### src/rtl/fpu_pkg.sv
// Shared FPU constants and the operand class encoding used by the operand front end.
package fpu_pkg;

    localparam int          SW     = 53;
    localparam logic [10:0] EMIN   = 11'd1;
    localparam logic [10:0] EMAX_D = 11'd2047;
    localparam logic [10:0] EMAX_S = 11'd255;

    // One-hot class flags; all-zero means a normal number.
    typedef struct packed {
        logic zero;
        logic inf;
        logic qnan;
        logic snan;
        logic denorm;
    } fp_class_t;

endpackage

### src/rtl/fp_unpack_norm_if.sv
// Operand-in / unpacked-result-out handshake bundle of the FPU operand front end.
interface fp_unpack_norm_if
    import fpu_pkg::*;
#(
    parameter int EW  = 11,
    parameter int FW  = 52,
    parameter int LZW = 6
);
    logic           in_valid;
    logic           in_ready;
    logic [63:0]    op;
    logic           db;
    logic           out_valid;
    logic           out_ready;
    logic           s;
    logic [EW-1:0]  er;
    logic [LZW-1:0] lz;
    logic [FW:0]    fn;
    logic           db_o;
    fp_class_t      cls;

    modport slave (
        input  in_valid, op, db, out_ready,
        output in_ready, out_valid, s, er, lz, fn, db_o, cls
    );

    modport master (
        output in_valid, op, db, out_ready,
        input  in_ready, out_valid, s, er, lz, fn, db_o, cls
    );
endinterface

### src/rtl/lzc53.sv
// Combinational leading-zero counter over a 53-bit significand; all-zero input gives 53.
module lzc53 (
    input  logic [52:0] d,
    output logic [5:0]  cnt
);

    // Highest set bit wins because later iterations overwrite earlier ones.
    always_comb begin
        cnt = 6'd53;
        for (int i = 0; i < 53; i++) begin
            cnt = d[i] ? 6'(52 - i) : cnt;
        end
    end

endmodule

### src/rtl/fp_unpack_norm.sv
// FPU operand front end: unpack, classify and left-normalize an IEEE-754 operand
// through a two-stage valid/ready pipeline.
module fp_unpack_norm
    import fpu_pkg::*;
#(
    parameter int EW  = 11,
    parameter int FW  = 52,
    parameter int LZW = 6
)(
    input  logic              clk,
    input  logic              rst_n,
    input  logic              flush,
    fp_unpack_norm_if.slave   bus
);

    logic           sign_s;
    logic [EW-1:0]  exp_s;
    logic [EW-1:0]  emax_s;
    logic [FW-1:0]  frac_s;
    logic [FW:0]    sig_s;
    logic           e_zero_s;
    logic           e_max_s;
    logic           f_zero_s;
    fp_class_t      cls_s;
    logic [EW-1:0]  er_s;
    logic [5:0]     lzc_s;
    logic [LZW-1:0] lz_s;

    logic           s1_v_r;
    logic           s1_s_r;
    logic [EW-1:0]  s1_er_r;
    logic [LZW-1:0] s1_lz_r;
    logic [FW:0]    s1_sig_r;
    logic           s1_db_r;
    fp_class_t      s1_cls_r;

    logic           s2_v_r;
    logic           s2_s_r;
    logic [EW-1:0]  s2_er_r;
    logic [LZW-1:0] s2_lz_r;
    logic [FW:0]    s2_fn_r;
    logic           s2_db_r;
    fp_class_t      s2_cls_r;

    logic           s2_load_s;
    logic           s1_adv_s;
    logic           in_ready_s;
    logic           in_fire_s;

    // Field extraction; single fraction is left-aligned so its MSB sits where the double's does.
    always_comb begin
        if (bus.db) begin
            sign_s = bus.op[EW+FW];
            exp_s  = bus.op[EW+FW-1:FW];
            frac_s = bus.op[FW-1:0];
            emax_s = EMAX_D;
        end else begin
            sign_s = bus.op[31];
            exp_s  = {{(EW-8){1'b0}}, bus.op[30:23]};
            frac_s = {bus.op[22:0], {(FW-23){1'b0}}};
            emax_s = EMAX_S;
        end
    end

    assign e_zero_s = (exp_s == {EW{1'b0}});
    assign e_max_s  = (exp_s == emax_s);
    assign f_zero_s = (frac_s == {FW{1'b0}});
    assign sig_s    = {~e_zero_s, frac_s};

    // Classification and the exponent/shift pair handed to the rounder.
    always_comb begin
        cls_s        = 5'b00000;
        cls_s.zero   = e_zero_s & f_zero_s;
        cls_s.denorm = e_zero_s & ~f_zero_s;
        cls_s.inf    = e_max_s & f_zero_s;
        cls_s.qnan   = e_max_s & ~f_zero_s & frac_s[FW-1];
        cls_s.snan   = e_max_s & ~f_zero_s & ~frac_s[FW-1];
        er_s         = e_zero_s ? EMIN : exp_s;
        lz_s         = cls_s.denorm ? LZW'(lzc_s) : {LZW{1'b0}};
    end

    lzc53 u_lzc (
        .d   (sig_s),
        .cnt (lzc_s)
    );

    assign s2_load_s  = ~s2_v_r | bus.out_ready;
    assign s1_adv_s   = s1_v_r & s2_load_s;
    assign in_ready_s = ~s1_v_r | s2_load_s;
    assign in_fire_s  = bus.in_valid & in_ready_s & ~flush;

    // Stage 1: capture the unpacked operand on an input transfer.
    always_ff @(posedge clk or negedge rst_n) begin
        if (!rst_n) begin
            s1_v_r   <= 1'b0;
            s1_s_r   <= 1'b0;
            s1_er_r  <= {EW{1'b0}};
            s1_lz_r  <= {LZW{1'b0}};
            s1_sig_r <= {(FW+1){1'b0}};
            s1_db_r  <= 1'b0;
            s1_cls_r <= 5'b00000;
        end else if (flush) begin
            s1_v_r   <= 1'b0;
            s1_s_r   <= 1'b0;
            s1_er_r  <= {EW{1'b0}};
            s1_lz_r  <= {LZW{1'b0}};
            s1_sig_r <= {(FW+1){1'b0}};
            s1_db_r  <= 1'b0;
            s1_cls_r <= 5'b00000;
        end else begin
            if (in_ready_s) begin
                s1_v_r <= bus.in_valid;
            end
            if (in_fire_s) begin
                s1_s_r   <= sign_s;
                s1_er_r  <= er_s;
                s1_lz_r  <= lz_s;
                s1_sig_r <= sig_s;
                s1_db_r  <= bus.db;
                s1_cls_r <= cls_s;
            end
        end
    end

    // Stage 2: apply the shift; contents hold while the consumer stalls.
    always_ff @(posedge clk or negedge rst_n) begin
        if (!rst_n) begin
            s2_v_r   <= 1'b0;
            s2_s_r   <= 1'b0;
            s2_er_r  <= {EW{1'b0}};
            s2_lz_r  <= {LZW{1'b0}};
            s2_fn_r  <= {(FW+1){1'b0}};
            s2_db_r  <= 1'b0;
            s2_cls_r <= 5'b00000;
        end else if (flush) begin
            s2_v_r   <= 1'b0;
            s2_s_r   <= 1'b0;
            s2_er_r  <= {EW{1'b0}};
            s2_lz_r  <= {LZW{1'b0}};
            s2_fn_r  <= {(FW+1){1'b0}};
            s2_db_r  <= 1'b0;
            s2_cls_r <= 5'b00000;
        end else begin
            if (s2_load_s) begin
                s2_v_r <= s1_v_r;
            end
            if (s1_adv_s) begin
                s2_s_r   <= s1_s_r;
                s2_er_r  <= s1_er_r;
                s2_lz_r  <= s1_lz_r;
                s2_fn_r  <= s1_sig_r << s1_lz_r;
                s2_db_r  <= s1_db_r;
                s2_cls_r <= s1_cls_r;
            end
        end
    end

    assign bus.in_ready  = in_ready_s;
    assign bus.out_valid = s2_v_r;
    assign bus.s         = s2_s_r;
    assign bus.er        = s2_er_r;
    assign bus.lz        = s2_lz_r;
    assign bus.fn        = s2_fn_r;
    assign bus.db_o      = s2_db_r;
    assign bus.cls       = s2_cls_r;

endmodule

### src/flat_wrapper.sv
// flat-port wrapper written by rule: the top's interface ports become plain ports
module fp_unpack_norm_flat import fpu_pkg::*;
#(
    parameter int EW  = 11,
    parameter int FW  = 52,
    parameter int LZW = 6
)
  (clk, rst_n, flush, bus_in_valid, bus_op, bus_db, bus_out_ready, bus_in_ready, bus_out_valid, bus_s, bus_er, bus_lz, bus_fn, bus_db_o, bus_cls);
  fp_unpack_norm_if #(.EW(EW), .FW(FW), .LZW(LZW)) bus_i ();
  input  logic clk;
  input  logic rst_n;
  input  logic flush;
  input wire logic [$bits(bus_i.in_valid)-1:0] bus_in_valid;
  input wire logic [$bits(bus_i.op)-1:0] bus_op;
  input wire logic [$bits(bus_i.db)-1:0] bus_db;
  input wire logic [$bits(bus_i.out_ready)-1:0] bus_out_ready;
  output wire logic [$bits(bus_i.in_ready)-1:0] bus_in_ready;
  output wire logic [$bits(bus_i.out_valid)-1:0] bus_out_valid;
  output wire logic [$bits(bus_i.s)-1:0] bus_s;
  output wire logic [$bits(bus_i.er)-1:0] bus_er;
  output wire logic [$bits(bus_i.lz)-1:0] bus_lz;
  output wire logic [$bits(bus_i.fn)-1:0] bus_fn;
  output wire logic [$bits(bus_i.db_o)-1:0] bus_db_o;
  output wire logic [$bits(bus_i.cls)-1:0] bus_cls;
  assign bus_i.in_valid = bus_in_valid;
  assign bus_i.op = bus_op;
  assign bus_i.db = bus_db;
  assign bus_i.out_ready = bus_out_ready;
  assign bus_in_ready = bus_i.in_ready;
  assign bus_out_valid = bus_i.out_valid;
  assign bus_s = bus_i.s;
  assign bus_er = bus_i.er;
  assign bus_lz = bus_i.lz;
  assign bus_fn = bus_i.fn;
  assign bus_db_o = bus_i.db_o;
  assign bus_cls = bus_i.cls;
  fp_unpack_norm #(.EW(EW), .FW(FW), .LZW(LZW)) u_core (.clk(clk), .rst_n(rst_n), .flush(flush), .bus(bus_i));
endmodule
### config.mk
export PLATFORM = sky130hd
export DESIGN_NAME = fp_unpack_norm_flat
export DESIGN_NICKNAME = d
export VERILOG_FILES = /design/src/rtl/fpu_pkg.sv /design/src/rtl/fp_unpack_norm_if.sv /design/src/rtl/lzc53.sv /design/src/rtl/fp_unpack_norm.sv /design/src/flat_wrapper.sv
export SDC_FILE = /design/constraint.sdc
export NUM_CORES = 1
export LEC_CHECK = 0
export BUFFER_PORTS_ARGS = -buffer_cell sky130_fd_sc_hd__buf_4
export CORE_ASPECT_RATIO = 1.4
export CORE_MARGIN = 2
export CORE_UTILIZATION = 54
export CTS_BUF_LIST = sky130_fd_sc_hd__clkbuf_8
export DETAILED_ROUTE_END_ITERATION = 10
export HOLD_SLACK_MARGIN = 0.03
export PLACE_DENSITY = 0.75
export SYNTH_ARGS = -nofsm -noshare
export SYNTH_HDL_FRONTEND = slang
export SYNTH_HIERARCHICAL = 1
export SYNTH_SLANG_ARGS = --single-unit
### constraint.sdc
create_clock -name clk -period 2 [get_ports clk]
set_clock_uncertainty 0.05 [all_clocks]
set_input_delay 0.2 -clock clk [delete_from_list [all_inputs] [get_ports clk]]
set_output_delay 0.2 -clock clk [all_outputs]
set_load 0.01 [all_outputs]
Word level (Yosys, flattened, before mapping)
Cells that the tools add are included.
{ "classes": {"n_addsub": 0, "n_reduce_logical": 6, "mul": 0, "mux": 87, "shift": 1, "eq_ne": 1, "div": 0, "order_cmp": 0, "bitwise": 17} }
{ "ops": {"columns": ["operator", "count"], "rows": [
  ["$mux W6", 57],
  ["$mux W53", 4],
  ["$mux W11", 7],
  ["$shl A53 B6 Y53", 1],
  ["$logic_not A52 Y1", 1],
  ["$mux W52", 1],
  ["$mux W5", 4],
  ["$mux W1", 14],
  ["$eq A11 B11 Y1", 1],
  ["$logic_not A11 Y1", 1],
  ["$and A1 B1 Y1", 9],
  ["$reduce_bool A2 Y1", 4],
  ["$not A1 Y1", 6],
  ["$or A1 B1 Y1", 2]
]} }
{ "word_totals": {"mem_bits_ro": 0, "latch_bits": 0, "ff_bits": 156, "ramBits": 0, "memories": 0, "output_inout_bits": 79, "inputBits": 70, "wordCells": 134} }

Depth between registers and ports, before layout
Gate-level depths: netlist (run 1).
{ "depth": {"ltp_word": 57, "ltp_mapped": 11, "ltp_nobuf": 9} }

By module
Netlist (run 1), hierarchy kept.
{ "by_module_without_submodules": {"columns": ["module", "cells_per_inst", "seq_area_each_um2", "n_inst", "area_each_um2"], "rows": [
  ["fp_unpack_norm", 853, 3903.7, 1, 9268.9],
  ["lzc53", 119, 0.0, 1, 674.4]
]} }

Worst setup path after synthesis (run 1)
No wires, ideal clock.
{ "synth_timing": {"kind": "input port to flip-flop", "from": "input port bus_db", "to": "register u_core.s1_lz_r[0]", "required_ns": 1.881, "t_arrival_ns": 2.538, "path_stages": 11, "slack_ns": -0.656, "path_buffers": 4, "setup_time_ns": 0.069, "cell_sequence": "clkbuf_1 buf_2 buf_1 clkbuf_1 and2_1 inv_2 a2111oi_4 o31ai_1 a221o_1 o221ai_2 a22o_1"} }
{ "synth_between": {"word_cells_on_any_way": 62, "cone_classes": "58 x mux; 2 x bitwise; 2 x reduce/logical"} }
{ "synth_lines": {"columns": ["element", "line_no", "rtl"], "rows": [
  ["start: declaration", "flat_wrapper.sv:15", "input wire logic [$bits(bus_i.db)-1:0] bus_db;"],
  ["$mux W52", "fp_unpack_norm.sv:52", "if (bus.db) begin"],
  ["via u_core.frac_s[7]", "fp_unpack_norm.sv:19", "logic [FW-1:0] frac_s;"],
  ["$mux W6 (46 in series)", "lzc53.sv:11", "cnt = d[i] ? 6'(52 - i) : cnt;"],
  ["via u_core.lzc_s[0]", "fp_unpack_norm.sv:26", "logic [5:0] lzc_s;"],
  ["$mux W6", "fp_unpack_norm.sv:79", "lz_s = cls_s.denorm ? LZW'(lzc_s) : {LZW{1'b0}};"],
  ["$mux W6", "fp_unpack_norm.sv:114", "if (in_fire_s) begin"],
  ["$mux W6", "fp_unpack_norm.sv:102", "end else if (flush) begin"],
  ["end signal: assignment", "fp_unpack_norm.sv:98", "s1_lz_r <= {LZW{1'b0}};"],
  ["end signal: assignment", "fp_unpack_norm.sv:106", "s1_lz_r <= {LZW{1'b0}};"],
  ["end signal: assignment", "fp_unpack_norm.sv:117", "s1_lz_r <= lz_s;"],
  ["end: declaration", "fp_unpack_norm.sv:32", "logic [LZW-1:0] s1_lz_r;"]
]} }
The timed path passes the listed nets, and every way through them passes these cells. The select of a mux whose other input is x is not followed.
A chain may end at the register's enable or synchronous reset.

Worst setup path after layout (run 1)
{ "layout_timing": {"from": "register u_core.s1_lz_r[0]", "to": "register u_core.s2_fn_r[51] (netlist: u_core/bus.fn[51])"} }
{ "layout_between": {"elab_chain_cells": 3} }
{ "layout_rtl": {"columns": ["element", "line_no", "rtl"], "rows": [
  ["$shl A53 B6 Y53", "fp_unpack_norm.sv:151", "s2_fn_r <= s1_sig_r << s1_lz_r;"],
  ["$mux W53", "fp_unpack_norm.sv:147", "if (s1_adv_s) begin"],
  ["$mux W53", "fp_unpack_norm.sv:135", "end else if (flush) begin"],
  ["end signal: assignment", "fp_unpack_norm.sv:132", "s2_fn_r <= {(FW+1){1'b0}};"],
  ["end signal: assignment", "fp_unpack_norm.sv:140", "s2_fn_r <= {(FW+1){1'b0}};"],
  ["end signal: assignment", "fp_unpack_norm.sv:151", null],
  ["end: declaration", "fp_unpack_norm.sv:41", "logic [FW:0] s2_fn_r;"]
]} }
Every way passes these cells. The select of a mux whose other input is x is not followed.

==> flow_results.org, run 1 <==
** Status
- Run status :: finished, violations left
- The final reports fail on setup timing.

** Flow run
- Total of max-cap violations :: 0

** STA
- Setup slack on the critical path of the routed design comes to -0.328 ns.
- For the pin with the worst max-slew slack, the measured transition is 0.735 ns.
- Based on the critical path, the design can be clocked at up to 430 MHz.
- The count of endpoints failing hold in the final timing report was 0.
- RSZ-0062 raised after global routing :: yes
- Measured against its own limit, the worst slew margin works out to 0.510.
- The smallest clock period supported by the final layout is computed as 2.33 ns.
- Total of endpoints with negative setup slack in the final report :: 46
- Count of pins over their slew limit :: 0
- In the finished design, the share of the clock period the worst path needs comes to 1.16.

** Yosys
- Of the post-synthesis cell area, the dominant cell type holds 0.393.
- Share of the yosys chip area belonging to registers :: 0.393
- The synthesized netlist contains 66 unique library cells.
- Library cell occupying the most area in the post-synthesis netlist :: dfrtp_1
- Post-Syn Area per Cell :: 10.2 µm²
- For this run, asynchronously set or reset flops after synthesis account for 1.00.
- Most common flop cell mapped by yosys :: dfrtp_1
- EDFF count, synth :: 0
- Post-synthesis cell area :: 9940 µm²
- Area contributors post-synth :: dfrtp_1, mux4_2, a22o_1
- Syn_nets :: 1042
- Number of warnings printed during yosys synthesis :: 6
- Counting flops and latches in the post-synthesis netlist gives 156.
- Cells after Synth :: 972

** Floorplanning
- Core region area :: 18000 µm²
- I/O pin total :: 149
- The floorplan step set the die height to 165 µm.
- The die covers 19500 µm².
- Row cnt :: 58
- Starting density of the core :: 0.552
- From left edge to right edge, the die measures 119 µm.

** Setup path
- R2R Path Start :: u_core/s1_lz_r[0]
- Slowest stage cell on the critical path :: mux4_2
- End of the worst register-to-register path :: u_core/bus.fn[51]
- Along the worst path, the maximum fanout reaches 10.
- R2R Setup Slk :: -0.33 ns
- The number of cells on the worst reg-to-reg path is 8.
- Library cell appearing most often on the critical path :: buf_12
- Data on the critical path arrives at its endpoint at 2.63 ns.
- The signal on the critical path passes through buf_12, buf_12, buf_8, mux4_2, mux2i_1, nor2_1, a311oi_1, nand3_1.
- Crit Path Class :: reg -> reg
- Worst Path Required :: 2.30 ns
- Critical path endpoint :: u_core/bus.fn[51]
- The most critical setup path has its startpoint at u_core/s1_lz_r[0].
- STA classifies the critical path endpoint as a flip-flop.
- CP peak stage delay :: 0.58 ns
- The worst setup path is launched from a flip-flop.

** Pwr
- In this run the power density over the cells is 506 nW/µm².
- Overall Power :: 7.57 mW
- Standby leakage power :: 6.75 nW
- Maximum vdd drop :: 431 µV

** GRT
- Antenna violations before repair :: 0
- Total gr overflow :: 0
- Wire length of the first global-routing pass :: 59700 µm
- Pin count of the biggest net entering global routing :: 60
- The number of global-route vias before repair was 10600.
- In the global route stage, overall resource usage came out at 0.404.

** Clocking
- CTS placed an instance of clkbuf_8 at the clock tree root.
- TritonCTS clock tree :: built
- Clock latency on the worst-skew pair, taken at its later pin, is 0.47 ns.
- Clock Path Buffers :: 2
- Clock sink total :: 156
- The H-tree was split into 4 levels.
- Clock-pin slew was measured on the worst setup and hold paths at 0.10 ns.
- Counting the buffers created by CTS gives 17.

** Detailed routing
- The first detailed-routing pass ran for 5 iterations.
- Total vias in the final route :: 10600
- Summed over all layers, the routed wires come to 39600 µm.
- Routed vias/inst :: 6.54
- In the final routed layout, each cell accounts on average for 24.4 µm.
- The count of nets left with antenna violations once routing finished came out at 0.
- The first routing iteration left 1109 violations.
- Remaining routing DRC violations :: 0

** Finish
- Ant diodes :: 0
- From synthesis to final layout, the design area changed by 50.5%.
- In the final layout, the share of cells above drive strength 1 is 0.470.
- The library cell used most frequently in the layout, excluding fill and tap cells, is buf_4.
- Number of nets in the finished design :: 1444
- Highest-count cells in the layout ignoring fill and taps :: buf_4, dfrtp_1, a22o_1, nand2_1, nor2_1
- Fill cells in the final layout number 1074.

** Place
- Worst slack after detailed placement :: -0.397 ns
- RD Place Congestion :: 1.03
- The HPWL after detailed placement is 29400 µm.
- Buffers placed on the I/O ports in this run total 148.

** Worst hold path
- The path class of the tightest hold or removal check is in -> reg.
synthesized netlist by cell type (12+ instances only):
library cell	n
a211oi_1	13
inv_1	12
and2_1	34
a22o_1	91
nor4_1	16
clkbuf_1	45
nor2_1	76
o211ai_1	16
dfrtp_1	156
nor3_1	14
o22ai_1	12
mux4_2	39
o21ai_0	33
nor2b_1	15
nand2_1	82
a21oi_1	26
nand3_1	21
a22oi_1	20
mux2_2	44
mux2i_1	51
worst min-delay path by stage:
stage	cells past startpoint	to	from	slack, ns
2_1_floorplan	0	u_core/bus.cls[0]	rst_n	-0.15
3_3_place_gp	1	u_core/bus.fn[13]	rst_n	0.11
3_5_place_dp	1	u_core/bus.fn[8]	rst_n	0.12
4_1_cts	3	u_core/s1_sig_r[5]	bus_op[5]	0.03
5_1_grt	3	u_core/s1_sig_r[5]	bus_op[5]	0.05
6_report	3	u_core/s1_sig_r[5]	bus_op[5]	0.06
kinds of logic (layout without fill, tap and decap cells):
family	Yosys count	in the layout	synth area share
buffers and inverters	86	501	0.0394
AND/OR/NAND/NOR	304	304	0.149
flip-flops	156	156	0.393
AO/OA/AOI/OAI	288	288	0.223
multiplexers	138	138	0.195
area by class of cell:
class                           count  area (µm²)  area share
Clock buffer                       17         234      0.0156
Multi-Input combinational cell    730        6370       0.426
Tap cell                          240         300      0.0201
Sequential cell                   156        3910       0.261
Inverter                           14        52.6     0.00351
Clock inverter                     15         210      0.0140
Timing Repair Buffer              455        3880       0.260
per-layer routing:
metal / up-vias / wire, µm / global-route usage
met2: 686 / 20000 / 0.706
li1: 4590 / - / -
met5: - / 0 / 0
met1: 5157 / 13500 / 0.439
met3: 202 / 2550 / 0.0590
met4: 0 / 3630 / 0.317
timing repair:
action | in CTS | in global routing
hold endpoints to repair | 190 | 0
setup buffers | 19 | 12
pin swaps | 17 | 19
cloned | 1 | 1
gates resized for setup | 99 | 64
hold buffers | 36 | 0
endpoints found under the setup margin | 45 | 78
critical path: cells and delay by family (launching register included):
| kind | cells | cell delay [ns] |
|---|---|---|
| muxes | 2 | 0.80 |
| buffers and inverters | 3 | 0.42 |
| AOI/OAI and AO/OA | 1 | 0.23 |
| DFF | 1 | 0.51 |
| and+or+nand+nor | 2 | 0.20 |
report_power, final:
| group | switching, mW | total [mW] | internal [mW] | leakage (nW) |
|---|---|---|---|---|
| Sequential | 0.122 | 3.37 | 3.25 | 2.14 |
| Combinational | 0.819 | 1.62 | 0.803 | 4.39 |
| Clock | 1.48 | 2.58 | 1.10 | 0.222 |
stage by stage:
step | utilization | TNS, ns | area (µm²) | cells | hold slack (ns)
after floorplan | - | -0.555 | 10200 | 972 | -0.146
after global placement | 0.733 | -10.61 | 13200 | 1529 | 0.109
after detailed placement | 0.733 | -11.96 | 13200 | 1529 | 0.119
after CTS | 0.811 | -7.57 | 14600 | 1616 | 0.0304
after global routing | 0.831 | -11.44 | 15000 | 1627 | 0.0530
final | 0.831 | -9.31 | 15000 | 1627 | 0.0580
flip-flops by register name, indices dropped and copies added, names as in the netlist, 5 cells and up:
| signal | flops |
|---|---|
| u_core/bus.fn | 53 |
| u_core/s1_sig_r | 53 |
| u_core/bus.er | 11 |
| u_core/s1_er_r | 11 |
| u_core/bus.lz | 6 |
| u_core/s1_lz_r | 6 |
| u_core/bus.cls | 5 |
| u_core/s1_cls_r | 5 |
Power figures use the tool's default switching activity.
==> run 2: changes to the inputs <==
--- a/config.mk
+++ b/config.mk
@@ -13,6 +13,7 @@
 export DETAILED_ROUTE_END_ITERATION = 10
 export HOLD_SLACK_MARGIN = 0.03
 export PLACE_DENSITY = 0.75
+export SKIP_CTS_REPAIR_TIMING = 1
 export SYNTH_ARGS = -nofsm -noshare
 export SYNTH_HDL_FRONTEND = slang
 export SYNTH_HIERARCHICAL = 1
==> flow_results.org, run 2 (synthesis results as in run 1) <==
** Finish
- Most frequent standard cell in the layout excluding fill and tap cells :: buf_4
- The final cell count without fillers came to 1612 (-0.92%).
- Leaving out fill and tap cells, the most frequent cells in the layout are buf_4, dfrtp_1, a22o_1, nand2_1, nor2_1.
- Area of all placed cells without fillers :: 14600 µm² (-2.1%)
- Area Growth Syn to Fin :: 47.3%
- Ant diodes :: 0 (unchanged)
- The number of inserted filler cells in the final layout was 1125 (+4.7%).
- Proportion of layout cells with a drive suffix above 1 :: 0.448 (-0.0226)
- Number of nets in the finished design :: 1429 (-1.0%)

** Detailed routing
- Total vias in the final route :: 10500 (-1.6%)
- Initial DRC Count :: 1048 (-5.5%)
- The via density per instance came to 6.49 (-0.71%).
- Overall routed net length :: 38800 µm (-2.0%)
- The average routed wire per standard cell came to 24.1 µm (-1.1%).
- The remaining number of nets flagged by the antenna check after routing is 0 (unchanged).
- The number of detailed-routing iterations run before antenna repair came to 5 (unchanged).
- The DRC violations left came to 0 (unchanged).

** Place
- Placed cell count :: 1529 (unchanged)
- Number of buffers inserted by port buffering :: 148 (unchanged)
- The placed instance area was 13200 µm² (unchanged).
- Estimated wirelength of the detail-placed design :: 29400 µm (unchanged)
- The routability congestion estimate from global placement was 1.03 (unchanged).

** STA
- The fmax came to 426 MHz (-0.78%).
- Max-slew headroom at the worst pin :: 0.555 (+0.0449)
- The number of pins exceeding their max-slew limit in the final report was 0 (unchanged).
- RSZ-0062 raised after global routing :: yes
- Slew of the pin with the lowest slew margin :: 0.667 ns (-0.0673 ns)
- The count of endpoints failing hold in the final timing report is 0 (unchanged).
- The final period utilization was 1.17 (+0.00912).
- The final critical-path required period was 2.35 ns (+0.0182 ns).
- Total of endpoints with negative setup slack in the final report :: 48 (+4.3%)
- Setup slack after layout :: -0.346 ns (-0.0182 ns)
- Hold Worst Slack :: 0.0259 ns (-0.0321 ns)

** Setup path
- Worst r2r path cells :: 6 (-2)
- The worst path buffer plus inverter count is 1 (-2).
- The arrival time of data at the critical path endpoint was 2.64 ns (about the same).
- Crit Path Class :: reg -> reg
- CP peak stage delay :: 0.53 ns (-0.05 ns)
- Endpoint class of the critical path :: flip-flop
- Slowest stage cell on the critical path :: mux4_2
- The signal on the critical path passes through buf_4, mux4_2, mux2_4, mux2_4, a222oi_1, o211ai_1.
- Highest net fanout along the worst path :: 6 (-4)
- Kind of cell adding the most delay to the critical path :: multiplexers
- By instance count, the cell type seen most on the critical path is mux2_4.
- R2R Setup Slk :: -0.35 ns (-0.02 ns)
- The worst setup path is launched from a flip-flop.
- Worst Path Required :: 2.29 ns (about the same)
- In this run the critical register-to-register path is captured at u_core/bus.fn[40].
- The critical path starts at u_core/s1_lz_r[0].
- The worst register-to-register path begins at u_core/s1_lz_r[0].

** Clocking
- Root buffer selected by CTS :: clkbuf_8
- Clock sink total :: 156 (unchanged)
- The clock tree buffer depth came to 2 (unchanged).
- The clock-pin transition on the worst setup and hold timing paths is 0.10 ns (about the same).
- TritonCTS clock tree :: built
- Clock insertion delay at the later pin of the skew report :: 0.48 ns (about the same)
- Clock buffers created by TritonCTS :: 17 (unchanged)
- The number of levels the H-tree was split into was 4 (unchanged).

** Floorplanning
- Starting density of the core :: 0.552 (unchanged)
- The x dimension of the die came to 119 µm (unchanged).
- Die Y :: 165 µm (unchanged)
- Core region area :: 18000 µm² (unchanged)
- The area of the die is 19500 µm² (unchanged).
- Row cnt :: 58 (unchanged)
- I/O pin total :: 149 (unchanged)

** Worst hold path
- For hold timing, the worst endpoint is u_core/s1_sig_r[17].
- The number of stages on the worst hold path came to 3 (unchanged).
- Class of the worst hold path :: in -> reg
- Worst Hold Launch :: bus_op[17]

** Pwr
- Overall Power :: 7.53 mW (-0.59%)
- Maximum vdd drop :: 427 µV (-1.1%)
- Standby leakage power :: 6.63 nW (-1.8%)
- The power per cell area is 514 nW/µm² (+1.6%).

** GRT
- Pin count of the biggest net entering global routing :: 60 (unchanged)
- The leftover overflow at the end of global routing is 0 (unchanged).
- The number of antenna violations at the first check in global routing came to 0 (unchanged).
- The number of global-route vias before repair came to 9970 (-5.7%).
- The global-route wire length before repair came to 56800 µm (-4.9%).
- The total routing resource utilization after global routing is 0.385 (-0.0184).

** Flow run
- The count of maximum capacitance violations came to 0 (unchanged).

** Status
- The checks that failed: setup timing.
- The run finished, with violations left.
-- run 2: layout make-up --
type | count | area, µm² | area share
repair buffers | 440 | 3710 | 0.253
flip-flops and latches | 156 | 3910 | 0.267
multi-input cells | 730 | 6220 | 0.425
well taps | 240 | 300 | 0.0205
clock buffers | 17 | 234 | 0.0160
inverters | 14 | 52.6 | 0.00359
clock inverters | 15 | 210 | 0.0144
-- run 2: worst max path at each step --
| stage | endpoint | slack [ns] | depth (start not counted) |
|---|---|---|---|
| 2_1_floorplan | u_core/s1_lz_r[1] | -0.1 | 10 |
| 3_3_place_gp | u_core/s1_lz_r[3] | -0.35 | 10 |
| 3_5_place_dp | u_core/bus.fn[50] | -0.40 | 6 |
| 4_1_cts | u_core/bus.fn[50] | -0.40 | 6 |
| 5_1_grt | u_core/bus.fn[41] | -0.38 | 7 |
| 6_report | u_core/bus.fn[40] | -0.35 | 6 |
-- run 2: routing by layer --
metal	track usage	routed length (µm)
met3	0.0532	2350
met4	0.288	3190
met5	0	0
met2	0.665	19700
met1	0.435	13600
-- run 2: worst min-delay path, stage by stage --
cell    delay [ns]
buf_4         0.09
buf_4         0.12
a22o_1        0.11
-- run 2: power breakdown --
group / switching [mW] / total, mW / leakage, nW / internal, mW
Combinational: 0.799 / 1.58 / 4.27 / 0.777
Clock: 1.48 / 2.58 / 0.222 / 1.10
Sequential: 0.119 / 3.37 / 2.14 / 3.25
Total: 2.40 / 7.53 / 6.63 / 5.13
-- run 2: stage by stage --
| step | setup slack, ns | utilization | TNS, ns |
|---|---|---|---|
| floorplan | -0.0953 | - | -0.555 |
| global placement | -0.345 | 0.733 | -10.61 |
| detailed placement | -0.397 | 0.733 | -11.96 |
| CTS | -0.398 | 0.758 | -10.10 |
| global route | -0.385 | 0.814 | -10.82 |
| finish | -0.346 | 0.814 | -8.92 |
